$ cat config.mk
export PLATFORM = sky130hd
export DESIGN_NAME = instr_fetch_unit
export DESIGN_NICKNAME = d
export VERILOG_FILES = /design/src/rtl/fetch_pkg.sv /design/src/rtl/fetch_fifo.sv /design/src/rtl/instr_fetch_unit.sv
export SDC_FILE = /design/constraint.sdc
export NUM_CORES = 1
export LEC_CHECK = 0
export BUFFER_PORTS_ARGS = -buffer_cell sky130_fd_sc_hd__buf_2
export CAP_MARGIN = 20
export CORE_MARGIN = 5
export CORE_UTILIZATION = 58
export CTS_CLUSTER_DIAMETER = 200
export DETAILED_ROUTE_END_ITERATION = 8
export PLACE_DENSITY_LB_ADDON = 0.2
export SYNTH_ARGS = -nofsm -noshare
export SYNTH_HDL_FRONTEND = slang
export SYNTH_HIERARCHICAL = 1
export SYNTH_SLANG_ARGS = --single-unit
$ cat constraint.sdc
create_clock -name clk -period 5.15 [get_ports clk]
set_input_delay 0.515 -clock clk [delete_from_list [all_inputs] [get_ports clk]]
set_output_delay 0.515 -clock clk [all_outputs]
set_load 0.05 [all_outputs]
$ cat src/rtl/fetch_pkg.sv
// fetch_pkg: shared state, entry and redirect-priority definitions for the fetch stage
package fetch_pkg;
  localparam int ENTRY_ADDR_W = 32;
  localparam int ENTRY_INSTR_W = 32;
  typedef enum logic {FETCH, HALTED} fetch_state_e;
  typedef enum logic [1:0] {SEL_BRANCH, SEL_JUMP_MEM, SEL_JUMP} redir_sel_e;
  typedef struct packed {
    logic [ENTRY_ADDR_W-1:0] pc;
    logic [ENTRY_INSTR_W-1:0] instr;
  } fetch_entry_t;
  function automatic redir_sel_e redirect_sel(input logic branch, input logic jump_mem);
    return branch ? SEL_BRANCH : jump_mem ? SEL_JUMP_MEM : SEL_JUMP;
  endfunction
endpackage

$ cat src/rtl/fetch_fifo.sv
// fetch_fifo: DEPTH-entry synchronous FIFO with flush; push accepted when full only alongside a pop
// ports: i_push/i_pop/i_flush control, i_data in, o_data head, o_count occupancy, o_full/o_empty flags
module fetch_fifo #(
  parameter int W = 64,
  parameter int DEPTH = 4,
  localparam int PW = $clog2(DEPTH),
  localparam int CW = PW + 1
) (
  input  logic          clk,
  input  logic          rst,
  input  logic          i_push,
  input  logic          i_pop,
  input  logic          i_flush,
  input  logic [W-1:0]  i_data,
  output logic [W-1:0]  o_data,
  output logic [CW-1:0] o_count,
  output logic          o_full,
  output logic          o_empty
);
  logic [W-1:0] r_mem [DEPTH];
  logic [PW-1:0] r_wr, r_rd;
  logic [CW-1:0] r_count;
  logic w_push, w_pop;
  assign o_full = r_count == CW'(DEPTH);
  assign o_empty = r_count == '0;
  assign w_pop = i_pop && !o_empty;
  assign w_push = i_push && (!o_full || w_pop);
  assign o_data = r_mem[r_rd];
  assign o_count = r_count;
  always_ff @(posedge clk) begin
    if (rst || i_flush) begin
      r_wr <= '0;
      r_rd <= '0;
      r_count <= '0;
    end else begin
      if (w_push) r_wr <= r_wr + PW'(1);
      if (w_pop) r_rd <= r_rd + PW'(1);
      r_count <= r_count + CW'(w_push) - CW'(w_pop);
    end
  end
  always_ff @(posedge clk) if (w_push) r_mem[r_wr] <= i_data;
endmodule

$ cat src/rtl/instr_fetch_unit.sv
// instr_fetch_unit: decoupled fetch stage with credit-limited memory requests, prefetch buffer and prioritised redirects
// ports: branch/jump_mem/jump + targets redirect; halt stops issue; imem_req_*/imem_rsp_* memory side;
// instr_valid/ready/data/pc decode side; fetch_idle when halted with nothing in flight or buffered
module instr_fetch_unit import fetch_pkg::*; #(
  parameter int ADDR_W = 32,
  parameter int INSTR_W = 32,
  parameter int DEPTH = 4,
  parameter int PC_STEP = 1,
  parameter logic [ADDR_W-1:0] RESET_PC = '0
) (
  input  logic               clk,
  input  logic               rst,
  input  logic               branch,
  input  logic               jump_mem,
  input  logic               jump,
  input  logic [ADDR_W-1:0]  branch_target,
  input  logic [ADDR_W-1:0]  jump_mem_target,
  input  logic [ADDR_W-1:0]  jump_target,
  input  logic               halt,
  output logic               imem_req_valid,
  input  logic               imem_req_ready,
  output logic [ADDR_W-1:0]  imem_req_addr,
  input  logic               imem_rsp_valid,
  input  logic [INSTR_W-1:0] imem_rsp_data,
  output logic               instr_valid,
  input  logic               instr_ready,
  output logic [INSTR_W-1:0] instr_data,
  output logic [ADDR_W-1:0]  instr_pc,
  output logic               fetch_idle
);
  localparam int CW = $clog2(DEPTH) + 1;
  fetch_state_e r_state, w_next;
  redir_sel_e w_sel;
  logic [ADDR_W-1:0] r_pc, w_target, w_pcq_head;
  logic [CW-1:0] r_out, r_disc, w_cnt, w_pcq_cnt;
  logic [CW:0] w_used;
  logic [ADDR_W+INSTR_W-1:0] w_head;
  logic w_redirect, w_fire, w_keep, w_buf_empty, w_buf_full, w_pcq_full, w_pcq_empty, w_unused;
  assign w_redirect = branch | jump_mem | jump;
  assign w_sel = redirect_sel(branch, jump_mem);
  assign w_target = w_sel == SEL_BRANCH ? branch_target : w_sel == SEL_JUMP_MEM ? jump_mem_target : jump_target;
  // live in-flight responses plus buffered entries must never exceed the buffer, so every response has a slot
  assign w_used = {1'b0, r_out} - {1'b0, r_disc} + {1'b0, w_cnt};
  assign w_fire = imem_req_valid && imem_req_ready;
  assign w_keep = imem_rsp_valid && r_disc == '0;
  assign imem_req_addr = r_pc;
  assign {instr_pc, instr_data} = w_head;
  assign w_unused = ^{w_pcq_cnt, w_pcq_full, w_pcq_empty, w_buf_full};
  always_ff @(posedge clk) r_state <= rst ? FETCH : w_next;
  always_comb begin
    w_next = w_redirect ? FETCH : halt ? HALTED : FETCH;
    imem_req_valid = !rst && r_state == FETCH && !w_redirect && w_used < (CW+1)'(DEPTH);
    instr_valid = !rst && !w_buf_empty && !w_redirect;
    fetch_idle = !rst && r_state == HALTED && r_out == '0 && w_cnt == '0;
  end
  always_ff @(posedge clk) begin
    if (rst) begin
      r_pc <= RESET_PC;
      r_out <= '0;
      r_disc <= '0;
    end else begin
      r_pc <= w_redirect ? w_target : w_fire ? r_pc + ADDR_W'(PC_STEP) : r_pc;
      r_out <= r_out + CW'(w_fire) - CW'(imem_rsp_valid);
      // on redirect every response still owed (minus the one arriving now) belongs to the old path
      r_disc <= w_redirect ? r_out - CW'(imem_rsp_valid) : r_disc - CW'(imem_rsp_valid && r_disc != '0);
    end
  end
  fetch_fifo #(.W(ADDR_W), .DEPTH(DEPTH)) u_pcq (
    .clk(clk), .rst(rst), .i_push(w_fire), .i_pop(w_keep && !w_redirect), .i_flush(w_redirect),
    .i_data(r_pc), .o_data(w_pcq_head), .o_count(w_pcq_cnt), .o_full(w_pcq_full), .o_empty(w_pcq_empty)
  );
  fetch_fifo #(.W(ADDR_W + INSTR_W), .DEPTH(DEPTH)) u_buf (
    .clk(clk), .rst(rst), .i_push(w_keep), .i_pop(instr_valid && instr_ready), .i_flush(w_redirect),
    .i_data({w_pcq_head, imem_rsp_data}), .o_data(w_head), .o_count(w_cnt), .o_full(w_buf_full), .o_empty(w_buf_empty)
  );
endmodule

# Word-level counts from Yosys, hierarchy flattened
# Memory sizes are Yosys's and may differ from the RTL's. A register that Yosys moved wholly into a read port is not among the register bits.
# Cells that the tools add are included.
[classes]
n_mux = 16
n_div = 0
bitwise = 3
n_mul = 0
n_eq_ne = 3
n_shift = 0
order_cmp = 1
n_reduce_logical = 34
n_addsub = 15
[op_table]
columns = ["cell", "n"]
rows = [
  ["two-way mux 32 bit", 4],
  ["adder 32 x 1 -> 32 bit (second input constant)", 1],
  ["logical AND 1 bit", 17],
  ["subtractor 3 x 1 -> 3 bit", 5],
  ["zero test 3 bit", 4],
  ["two-way mux 2 bit", 6],
  ["adder 3 x 1 -> 3 bit", 3],
  ["adder 2 x 1 -> 2 bit (second input constant)", 4],
  ["equality test 3 bit (second input constant)", 2],
  ["zero test 1 bit", 6],
  ["two-way mux 1 bit", 5],
  ["adder 4 x 3 -> 4 bit", 1],
  ["less-than comparator 4 x 3 -> 1 bit (second input constant)", 1],
  ["subtractor 3 x 3 -> 4 bit", 1],
  ["logical OR 1 bit", 3],
  ["two-way mux 3 bit", 1],
  ["nonzero test 3 bit", 1],
  ["equality test 2 x 1 -> 1 bit (second input constant)", 1],
  ["zero test 2 bit", 1],
  ["OR 1 bit", 2],
  ["nonzero test 2 bit", 1],
  ["OR reduction 2 bit", 1],
  ["NOT 1 bit", 1],
]
[word_totals]
ram_bits = 384
rom_bits = 0
reg_bits = 53
in_bits = 137
memories = 2
latch_bits = 0
[mem_list]
columns = ["name", "depth", "word_bits", "rd", "rd_clocked_by_memory_dff", "write_ports", "line", "rtl"]
rows = [
  ["u_buf.r_mem", 4, 64, 1, 1, 1, "fetch_fifo.sv:20", "logic [W-1:0] r_mem [DEPTH];"],
  ["u_pcq.r_mem", 4, 32, 1, 1, 1, "fetch_fifo.sv:20", ""],
]

# Depth between registers and ports, before layout
[depth]
depth_word = 10
ltp_mapped = 15
mapped_depth_nobuf = 15

# Hierarchy
# Netlist, hierarchy kept.
[by_module_without_submodules]
columns = ["mod", "cells_per_inst", "n_inst", "area_per_inst_um2"]
rows = [
  ["fetch_fifo at u_buf", 382, 1, 9689.3],
  ["fetch_fifo at u_pcq", 215, 1, 5077.4],
  ["instr_fetch_unit", 454, 1, 3383.2],
]

# Least setup slack after synthesis
# No wires, ideal clock.
[synth_timing]
kind = "input to register"
startpoint = "input branch"
endpoint = "memory u_buf.r_mem[0][0], enable pin"
n_path_buf = 2
stages = 8
required_time_ns = 4.721
setup_time_ns = 0.429
path_slack_ns = 0.302
t_arrival_ns = 4.419
path_cell_list = "nor3_4 > inv_2 > clkbuf_1 > buf_1 > nor3_1 > and2_1 > or4b_4 > and3_1"
[synth_between]
elab_chain_len = 10
[synth_rtl]
columns = ["item", "line", "rtl"]
rows = [
  ["start, declared", "instr_fetch_unit.sv:13", "input logic branch,"],
  ["OR 1 bit (2 in a row)", "instr_fetch_unit.sv:39", "assign w_redirect = branch | jump_mem | jump;"],
  ["zero test 1 bit", "instr_fetch_unit.sv:53", "instr_valid = !rst && !w_buf_empty && !w_redirect;"],
  ["logical AND 1 bit", "instr_fetch_unit.sv:53", ""],
  ["named net instr_valid", "instr_fetch_unit.sv:25", "output logic instr_valid,"],
  ["logical AND 1 bit", "instr_fetch_unit.sv:73", ".clk(clk), .rst(rst), .i_push(w_keep), .i_pop(instr_valid && instr_ready), .i_flush(w_redirect),"],
  ["logical AND 1 bit", "fetch_fifo.sv:26", "assign w_pop = i_pop && !o_empty;"],
  ["logical OR 1 bit", "fetch_fifo.sv:27", "assign w_push = i_push && (!o_full || w_pop);"],
  ["logical AND 1 bit", "fetch_fifo.sv:27", ""],
  ["two-way mux 1 bit", "fetch_fifo.sv:41", "always_ff @(posedge clk) if (w_push) r_mem[r_wr] <= i_data;"],
  ["two-way mux 1 bit (not written as such)", "fetch_fifo.sv:41", ""],
  ["end, declared", "fetch_fifo.sv:20", ""],
]
# The timed path passes the listed nets, and every way through them passes these cells.

# Final worst setup path
[layout_timing]
startpoint = "register u_buf.r_count[1] (netlist: u_buf/o_count[1])"
endpoint = "memory u_pcq/r_mem[1][24] (netlist bit), enable pin"
[layout_between]
elab_chain_len = 7
[layout_rtl]
columns = ["item", "line", "rtl"]
rows = [
  ["start, declared", "fetch_fifo.sv:22", "logic [CW-1:0] r_count;"],
  ["start signal, assigned", "fetch_fifo.sv:38", "r_count <= r_count + CW'(w_push) - CW'(w_pop);"],
  ["adder 4 x 3 -> 4 bit", "instr_fetch_unit.sv:43", "assign w_used = {1'b0, r_out} - {1'b0, r_disc} + {1'b0, w_cnt};"],
  ["less-than comparator 4 x 3 -> 1 bit", "instr_fetch_unit.sv:52", "imem_req_valid = !rst && r_state == FETCH && !w_redirect && w_used < (CW+1)'(DEPTH);"],
  ["logical AND 1 bit", "instr_fetch_unit.sv:52", ""],
  ["logical AND 1 bit", "instr_fetch_unit.sv:44", "assign w_fire = imem_req_valid && imem_req_ready;"],
  ["named net w_fire", "instr_fetch_unit.sv:38", "logic w_redirect, w_fire, w_keep, w_buf_empty, w_buf_full, w_pcq_full, w_pcq_empty, w_unused;"],
  ["logical AND 1 bit", "fetch_fifo.sv:27", ""],
  ["two-way mux 1 bit", "fetch_fifo.sv:41", ""],
  ["two-way mux 1 bit (not written as such)", "fetch_fifo.sv:41", ""],
  ["end, declared", "fetch_fifo.sv:20", ""],
]
# The timed path passes the listed nets, and every way through them passes these cells.

==> run summary <==
status: finished, final reports clean
Tot GR Track Use: 0.226
Setup crit start kind: flop
Setup violations, final: 0
vias: 10500
syn_nets: 1210
Rows: 64
routed wire length: 39600 um
Mapped Avg Cell Area: 17.3 um2
# nets final: 1452
Detailed Route Iter0 Violations: 666
CP max stage cell: and3_1
DRT Pass-1 Iters: 5
unrepaired setup endpoints after global routing: false
clock-pin slew on the worst setup and hold paths: 0.07 ns
htree depth: 2
Max Transition Viols Final: 0
HPWL after DPL: 24600 um
cell count after synthesis: 1048
hold buffers post-CTS: 0
CP Capture Type: flop
Worst-Margin Slew: 1.01 ns
port bufs: 235
endpoints failing hold: 0
min cycle time layout: 3.92 ns
CTS Buf Count: 42
clock sink total: 441
antenna cell count: 0
# fillers: 2025
Arrival @ worst endpoint: 4.15 ns
Max Cap Viol: 0
total negative slack: 0 ns
clk buf depth: 3
crit path cell chain: inv_1 > fa_1 > inv_1 > ha_1 > and3b_4 > nor4_4 > o211ai_2 > inv_1 > and3_1 > buf_4
layout overhead on the synthesized area: 16.4%
commonest non-fill, non-tap cell in the layout: edfxtp_1
share of cells above drive strength 1: 0.337
crit-path max cell delay: 0.77 ns
Placer Congestion: 0.924
R2R Setup Slk: 1.23 ns
pwr/cell area: 382 nW/um2
Worst Hold Class: in -> reg
Vias/cell: 6.10
routed len/inst: 23.0 um
die height: 187 um
final period utilization: 0.762
Initial Utilization: 0.590
worst vdd ir: 0.243 mV
ANT nets after route: 0
FF+latch area: 12700 um2
Crit path top cell by count: inv_1
antenna violations before repair: 1
first-pass GRT wire length: 62000 um
GR Overflow Total: 0
Die W: 187 um
clock root cell: clkbuf_16
Setup Buffers After CTS: 0
multi-input logic area: 4940 um2
Worst Path Max Fanout: 16
vias in the first global route: 10900
worst endpoint required time: 5.37 ns
core area: 30700 um2
I/O pin count: 236
Leakage: 0.00745 uW
Layout Skew: 0.0146 ns
Max Freq: 0.255 GHz
Worst slew margin: 0.326
most frequent cells in the layout: 384 x edfxtp_1, 235 x buf_2, 96 x mux4_2
CTS tree: yes
synthesized area: 18100 um2
clk_lat worst skew: 0.53 ns
post-CTS sizing: 0
hold_ws: 0.199 ns
Setup CP Type: reg -> reg
pin count of the biggest net entering global routing: 66
Yosys warning count: 6
die area: 34900 um2
drc violations: 0
==> power by group <==
group / leakage, uW / internal, uW / switching [uW]
registers: 0.00396 / 4000 / 99.5
clock network: 0.000688 / 1830 / 1280
logic: 0.00280 / 261 / 579
total: 0.00745 / 6090 / 1960
==> per-stage QoR <==
| stage | instances | utilization | power (uW) | cell area (um2) | worst slack, ns |
|---|---|---|---|---|---|
| global placement | 1642 | 0.641 | 4990 | 19700 | 1.30 |
| CTS | 1719 | 0.686 | 8110 | 21100 | 1.20 |
| floorplan | 1048 | - | 4750 | 18100 | 0.302 |
| finish | 1719 | 0.686 | 8050 | 21100 | 1.23 |
| global route | 1719 | 0.686 | 8340 | 21100 | 0.968 |
| detailed placement | 1642 | 0.641 | 5010 | 19700 | 1.24 |
==> critical path: cells and delay by family, from the launching register on <==
kind | cells | cell delay, ns
AO/OA/AOI/OAI | 1 | 0.26
adder cells (fa/ha/maj) | 2 | 0.77
buffers and inverters | 4 | 0.73
flip-flops | 1 | 0.49
AND/OR/NAND/NOR | 3 | 1.38
==> final timing paths <==
check	start	end	depth (start not counted)
max	u_buf/o_count[1]	u_pcq/r_mem[1][24]	10
min	imem_rsp_data[15]	u_buf/r_mem[2][15]	1
max reg2reg	u_buf/o_count[1]	u_pcq/r_mem[1][24]	10
min reg2reg	u_buf/r_wr[0]	u_buf/r_wr[0]	2
==> metal layers <==
layer	GRT usage	share of wire	vias up	routed length (um)
met4	0.0660	0.026	2	1030
met5	0	0.00033	-	13
met3	0.0407	0.070	69	2790
met2	0.374	0.49	464	19600
met1	0.313	0.41	5250	16200
li1	-	-	4706	-
==> registers in the layout, indices dropped and copies added, names as in the netlist, named ones only <==
signal / count
u_pcq/r_rd: 2
u_pcq/r_wr: 2
u_buf/r_mem: 256
imem_req_addr: 32
u_buf/r_wr: 2
u_pcq/r_mem: 128
r_out: 3
u_buf/o_count: 3
u_pcq/o_count: 3
u_buf/r_rd: 2
r_state: 1
r_disc: 3
==> cell type report <==
class,instances,share of cell area
Sequential cell,441,0.601
Multi-Input combinational cell,495,0.234
Timing Repair Buffer,252,0.0648
Clock buffer,48,0.0519
Tap cell,396,0.0235
Clock inverter,29,0.0144
Inverter,58,0.0103
(Power assumes the default switching activity.)
